===== src/rtl/alu_multicycle.sv =====
// rtl/alu_multicycle.sv - handshaked ALU with registered results and iterative MULU/DIVU
// Logic ops, ADD, SUB and SLT finish at the accept edge; MULU and DIVU take WIDTH BUSY cycles.
module alu_multicycle #(
    parameter int WIDTH      = 32,
    parameter int SIGNED_SLT = 0
) (
    input  logic             CLK,
    input  logic             RESET,
    input  logic             IN_VALID,
    output logic             IN_READY,
    input  logic [WIDTH-1:0] OP1,
    input  logic [WIDTH-1:0] OP2,
    input  logic [2:0]       OP,
    output logic             OUT_VALID,
    input  logic             OUT_READY,
    output logic [WIDTH-1:0] OPS,
    output logic             ZF,
    output logic             CF,
    output logic             DZ,
    output logic             BUSY
);

    localparam int CW = $clog2(WIDTH);

    localparam logic [2:0] OP_AND  = 3'b000;
    localparam logic [2:0] OP_OR   = 3'b001;
    localparam logic [2:0] OP_ADD  = 3'b010;
    localparam logic [2:0] OP_SUB  = 3'b011;
    localparam logic [2:0] OP_SLT  = 3'b100;
    localparam logic [2:0] OP_DIVU = 3'b101;
    localparam logic [2:0] OP_NOR  = 3'b110;
    localparam logic [2:0] OP_MULU = 3'b111;

    typedef enum logic [1:0] {
        S_IDLE,
        S_BUSY,
        S_DONE
    } state_t;

    state_t r_state;
    state_t w_next;

    logic [WIDTH-1:0] r_a;
    logic [WIDTH-1:0] r_b;
    logic [2:0]       r_op;
    logic [CW-1:0]    r_cnt;
    logic [WIDTH-1:0] r_hi;
    logic [WIDTH-1:0] r_lo;
    logic [WIDTH-1:0] r_ops;
    logic             r_zf;
    logic             r_cf;
    logic             r_dz;

    logic             w_accept;
    logic             w_multi;
    logic             w_last;
    logic [WIDTH:0]   w_sum;
    logic [WIDTH:0]   w_diff;
    logic             w_slt;
    logic [WIDTH-1:0] w_sc_res;
    logic             w_sc_cf;
    logic             w_sc_dz;

    logic [WIDTH:0]   w_div_sh;
    logic [WIDTH:0]   w_div_tr;
    logic             w_div_ok;
    logic [WIDTH:0]   w_mul_sum;
    logic [WIDTH-1:0] w_step_hi;
    logic [WIDTH-1:0] w_step_lo;

    assign w_accept = IN_VALID && (r_state == S_IDLE);
    assign w_multi  = (OP == OP_MULU) || ((OP == OP_DIVU) && (OP2 != '0));
    assign w_last   = (r_state == S_BUSY) && (r_cnt == '0);

    assign w_sum  = {1'b0, OP1} + {1'b0, OP2};
    assign w_diff = {1'b0, OP1} - {1'b0, OP2};
    assign w_slt  = (SIGNED_SLT != 0) ? ($signed(OP1) < $signed(OP2)) : (OP1 < OP2);

    always_comb begin
        w_sc_res = '0;
        w_sc_cf  = 1'b0;
        w_sc_dz  = 1'b0;
        case (OP)
            OP_AND:  w_sc_res = OP1 & OP2;
            OP_OR:   w_sc_res = OP1 | OP2;
            OP_ADD:  begin w_sc_res = w_sum[WIDTH-1:0];  w_sc_cf = w_sum[WIDTH];  end
            OP_SUB:  begin w_sc_res = w_diff[WIDTH-1:0]; w_sc_cf = w_diff[WIDTH]; end
            OP_SLT:  w_sc_res = {{(WIDTH-1){1'b0}}, w_slt};
            OP_DIVU: begin w_sc_res = '1; w_sc_dz = 1'b1; end
            OP_NOR:  w_sc_res = ~(OP1 | OP2);
            default: w_sc_res = '0;
        endcase
    end

    // r_hi/r_lo are shared: remainder/dividend-quotient for DIVU, product high/low for MULU.
    assign w_div_sh  = {r_hi, r_lo[WIDTH-1]};
    assign w_div_tr  = w_div_sh - {1'b0, r_b};
    assign w_div_ok  = ~w_div_tr[WIDTH];
    assign w_mul_sum = {1'b0, r_hi} + (r_lo[0] ? {1'b0, r_a} : {(WIDTH+1){1'b0}});

    always_comb begin
        w_step_hi = w_div_ok ? w_div_tr[WIDTH-1:0] : w_div_sh[WIDTH-1:0];
        w_step_lo = {r_lo[WIDTH-2:0], w_div_ok};
        if (r_op == OP_MULU) begin
            w_step_hi = w_mul_sum[WIDTH:1];
            w_step_lo = {w_mul_sum[0], r_lo[WIDTH-1:1]};
        end
    end

    always_ff @(posedge CLK or posedge RESET) begin
        if (RESET) begin
            r_state <= S_IDLE;
        end else begin
            r_state <= w_next;
        end
    end

    always_comb begin
        w_next = r_state;
        case (r_state)
            S_IDLE: if (w_accept) w_next = w_multi ? S_BUSY : S_DONE;
            S_BUSY: if (r_cnt == '0) w_next = S_DONE;
            S_DONE: if (OUT_READY) w_next = S_IDLE;
            default: w_next = S_IDLE;
        endcase
    end

    always_ff @(posedge CLK or posedge RESET) begin
        if (RESET) begin
            r_a   <= '0;
            r_b   <= '0;
            r_op  <= '0;
            r_cnt <= '0;
            r_hi  <= '0;
            r_lo  <= '0;
            r_ops <= '0;
            r_zf  <= 1'b0;
            r_cf  <= 1'b0;
            r_dz  <= 1'b0;
        end else if (w_accept) begin
            r_a   <= OP1;
            r_b   <= OP2;
            r_op  <= OP;
            r_cnt <= CW'(WIDTH - 1);
            r_hi  <= '0;
            r_lo  <= (OP == OP_MULU) ? OP2 : OP1;
            if (!w_multi) begin
                r_ops <= w_sc_res;
                r_zf  <= (w_sc_res == '0);
                r_cf  <= w_sc_cf;
                r_dz  <= w_sc_dz;
            end
        end else if (r_state == S_BUSY) begin
            r_hi <= w_step_hi;
            r_lo <= w_step_lo;
            if (w_last) begin
                r_ops <= w_step_lo;
                r_zf  <= (w_step_lo == '0);
                r_cf  <= (r_op == OP_MULU) && (w_step_hi != '0);
                r_dz  <= 1'b0;
            end else begin
                r_cnt <= r_cnt - CW'(1);
            end
        end
    end

    assign IN_READY  = (r_state == S_IDLE) && !RESET;
    assign OUT_VALID = (r_state == S_DONE);
    assign BUSY      = (r_state != S_IDLE);
    assign OPS       = r_ops;
    assign ZF        = r_zf;
    assign CF        = r_cf;
    assign DZ        = r_dz;

endmodule


===== config.mk =====
export PLATFORM = sky130hd
export DESIGN_NAME = alu_multicycle
export DESIGN_NICKNAME = d
export VERILOG_FILES = /design/src/rtl/alu_multicycle.sv
export SDC_FILE = /design/constraint.sdc
export NUM_CORES = 1
export LEC_CHECK = 0
export CAP_MARGIN = 5
export CELL_PAD_IN_SITES_DETAIL_PLACEMENT = 1
export CELL_PAD_IN_SITES_GLOBAL_PLACEMENT = 1
export CORE_ASPECT_RATIO = 0.8
export CORE_MARGIN = 2
export CORE_UTILIZATION = 38
export CTS_CLUSTER_DIAMETER = 60
export CTS_CLUSTER_SIZE = 24
export DETAILED_ROUTE_END_ITERATION = 10
export MAX_ROUTING_LAYER = met4
export PLACE_DENSITY = 0.74
export SLEW_MARGIN = 15
export SYNTH_ARGS = -nofsm -noshare
export SYNTH_HDL_FRONTEND = slang
export SYNTH_SLANG_ARGS = --single-unit

===== constraint.sdc =====
create_clock -name CLK -period 6.1 [get_ports CLK]
set_input_delay 1.525 -clock CLK [delete_from_list [all_inputs] [get_ports CLK]]
set_output_delay 1.525 -clock CLK [all_outputs]
set_load 0.01 [all_outputs]

==> results.ini <==
[status]
status = complete, no violations

[timing]
drv_slew = 0
worstMarginPinSlew_ns = 1.03
hold_violations = 0
fin_crit_sh_pct = 96.2
hold_ws_ns = 0.478
finalClockSkew_ns = 0.0174
period_needed_ns = 5.87
maxSlewHeadroom_pct = 31.4
setup_violations = 0
rsz0062_at_grt = no
clock.fmax_ghz = 0.170

[clock_tree]
cts_sinks = 173
path_clk_slew_ns = 0.08
postCtsHoldBufs = 0
cts_inserted_buffers = 17
cts_tree = built
postCtsSetupBuffers = 0
cts_max_level = 4
root_buffer = clkbuf_16
clk_path_buf_depth = 2
cts_resized = 0
clk_latency_ns = 0.47

[route]
drt-total-wl_um = 75000
drt_iter0_drc = 1496
drc = 0
wl_per_cell_um = 25.3
num_vias = 17900
via_per_inst = 6.03
firstDrtPassIters = 6
ant_nets = 0

[pwr]
clkPwrFrac_pct = 12.3
switching_share_pct = 50.8
seqPwrFrac_pct = 23.3
p_switching_mw = 4.56
ir_drop_mv = 0.241
power.leakage_nw = 8.81
internal_power_mw = 4.41
power.combinational.fraction_pct = 64.4
power_density_nw_per_um2 = 455

[setup_path]
ff2ff_setup_slack_ns = 0.58
r2r-start = r_lo[31]
worstPathRequired_ns = 6.50
cp_max_fo = 4
worstSetupPathType = input pin to register
rr_worst_depth = 18
crit_path_start_kind = input pin
arrival_ns = 6.27
end_kind = register
rr_endpoint = CF

[finish]
instances_no_fill = 2961
nets = 2583
layout-drive-gt1-share_pct = 6.71
area_delta_synth_final_pct = 15.0
fin_util_pct = 44.3

[global_route]
antenna_found_initial = 3
grt-ovfl-total = 0
grtUsageTotal_pct = 32.7
grt_first_pass_wirelength_um = 112000
grt_pass1_vias = 17900
grt_start_max_net_pins = 219

[synth]
synth.area.top_cells = dfrtp_1 25%, ha_1 12%, o21ai_0 7.5%
synthArstFlopShare_pct = 100
synth_cells = 2267
synth-edff-count = 0
syn_avg_cell_area_um2 = 7.55
seq_area_frac_synth_pct = 25.3
synth_top_area_share_pct = 25.3
synth.cell_area_um2 = 17100
ys.flop_type = dfrtp_1
yosys.cell_count.top_type = nand2_1
yosys_warnings = 0
ys_ff_latch = 173
yosysTopAreaCell = dfrtp_1
synthesis.nets = 2508
ys_types = 93
ys_top_cells_by_count = 286 x nand2_1, 255 x o21ai_0, 216 x a21oi_1

[placed_design]
io_buffers = 108
dpl.cell_count = 2926
hpwlAfterDp_um = 59000
place_congestion = 0.985

[die]
fp.dieH_um = 194
die-area_um2 = 46800
pin_count = 109
die_w_um = 241
start_util_pct = 38.5
core_um2 = 44500
std_cell_rows = 69

[worst_hold_path]
min_to = OPS[18]
whs_path_depth = 1
min-delay-start = OPS[18]
hold_class = register to register

[run]
max-cap-violations = 0

## stage by stage
| stage | worst slack (ns) | power (mW) | area (um^2) | TNS [ns] |
|---|---|---|---|---|
| 2_1_floorplan | 1.41 | 5.74 | 17100 | 0 |
| 3_3_place_gp | 0.115 | 7.56 | 19100 | 0 |
| 3_5_place_dp | -0.0261 | 7.76 | 19100 | -0.0261 |
| 4_1_cts | 0.467 | 8.91 | 19700 | 0 |
| 5_1_grt | 0.150 | 9.64 | 19700 | 0 |
| 6_report | 0.234 | 8.96 | 19700 | 0 |
## worst max-delay path by stage
stage | start | to | slack (ns) | cells past startpoint
2_1_floorplan | OP1[0] | ZF | 1.41 | 16
3_3_place_gp | OP2[3] | ZF | 0.11 | 16
3_5_place_dp | OP2[5] | ZF | -0.03 | 14
4_1_cts | OP2[5] | ZF | 0.47 | 14
5_1_grt | OP2[27] | ZF | 0.15 | 13
6_report | OP2[27] | ZF | 0.23 | 13
## critical path: stages
cell and delay, ns:
clkdlybuf4s50_1 0.59, nor4_1 0.83, nand4_1 0.18, o31ai_1 0.80, a22oi_2 0.30, nor4_1 0.40
nand2_1 0.15, nor4_1 0.26, and4_1 0.28, and4_1 0.21, nand4_1 0.11, or4_1 0.49
o21ai_1 0.14
## final cells by class
cell class | instances | area, um^2
Fill cell | 5526 | 24800
Multi-Input combinational cell | 1804 | 11700
Sequential cell | 173 | 4330
Timing Repair Buffer | 193 | 1760
Tap cell | 603 | 754
Inverter | 153 | 578
Clock buffer | 20 | 457
Clock inverter | 12 | 105
Antenna cell | 3 | 7.51
## power by group through the flow
stage	sequential (mW)	clock [mW]	combinational, mW
after floorplan	1.99	0	3.76
after global placement	2.08	0	5.48
after detailed placement	2.11	0	5.65
after CTS	2.09	1.12	5.70
after global routing	2.14	1.16	6.34
final	2.09	1.11	5.77
## per-layer routing
metal / global-route usage, % / part of all wire, % / wire [um] / up-vias
li1: - / - / - / 8281
met1: 45.3 / 47 / 35200 / 8842
met2: 48.3 / 43 / 32600 / 621
met3: 6.28 / 6.8 / 5070 / 116
met4: 9.01 / 2.9 / 2150 / 0
met5: - / 0 / 0 / -
## cells by family (layout without fill, tap and decap cells)
group | Yosys count | count (layout) | synth area share [%]
XOR/XNOR | 78 | 78 | 3.99
AO/OA/AOI/OAI | 819 | 819 | 29.9
flip-flops | 173 | 173 | 25.3
AND/OR/NAND/NOR | 691 | 691 | 18.9
adder cells (fa/ha/maj) | 170 | 170 | 12.6
buffers and inverters | 290 | 378 | 6.61
other | 0 | 3 | 0
multiplexers | 46 | 46 | 2.73
## layout by cell type, fill, tap and decap left out, types with 22 or more instances in the layout
cell type        count
a211oi_1            30
and2_1              40
buf_4               81
o22ai_1             24
inv_1              150
nand4_1             32
ha_1               166
nor4_1              22
clkdlybuf4s50_1    106
o21bai_1            22
o21ai_0            255
a2bb2oi_1           26
xnor2_1             54
nor2_1             131
nor3_1              30
o211ai_1            49
nand3_1             63
dfrtp_1            173
a31oi_1             25
nand2_1            284
a21oi_1            216
xor2_1              24
a21o_1              45
mux2i_1             40
## state kept, by name (all words and copies together) (netlist names)
register and count:
OPS 32, r_lo 32, r_op 3, r_state 2
r_b 32, r_hi 32, r_cnt 5, r_a 32
ZF 1, DZ 1, CF 1
Note: power is estimated with default switching activity, not from simulation.
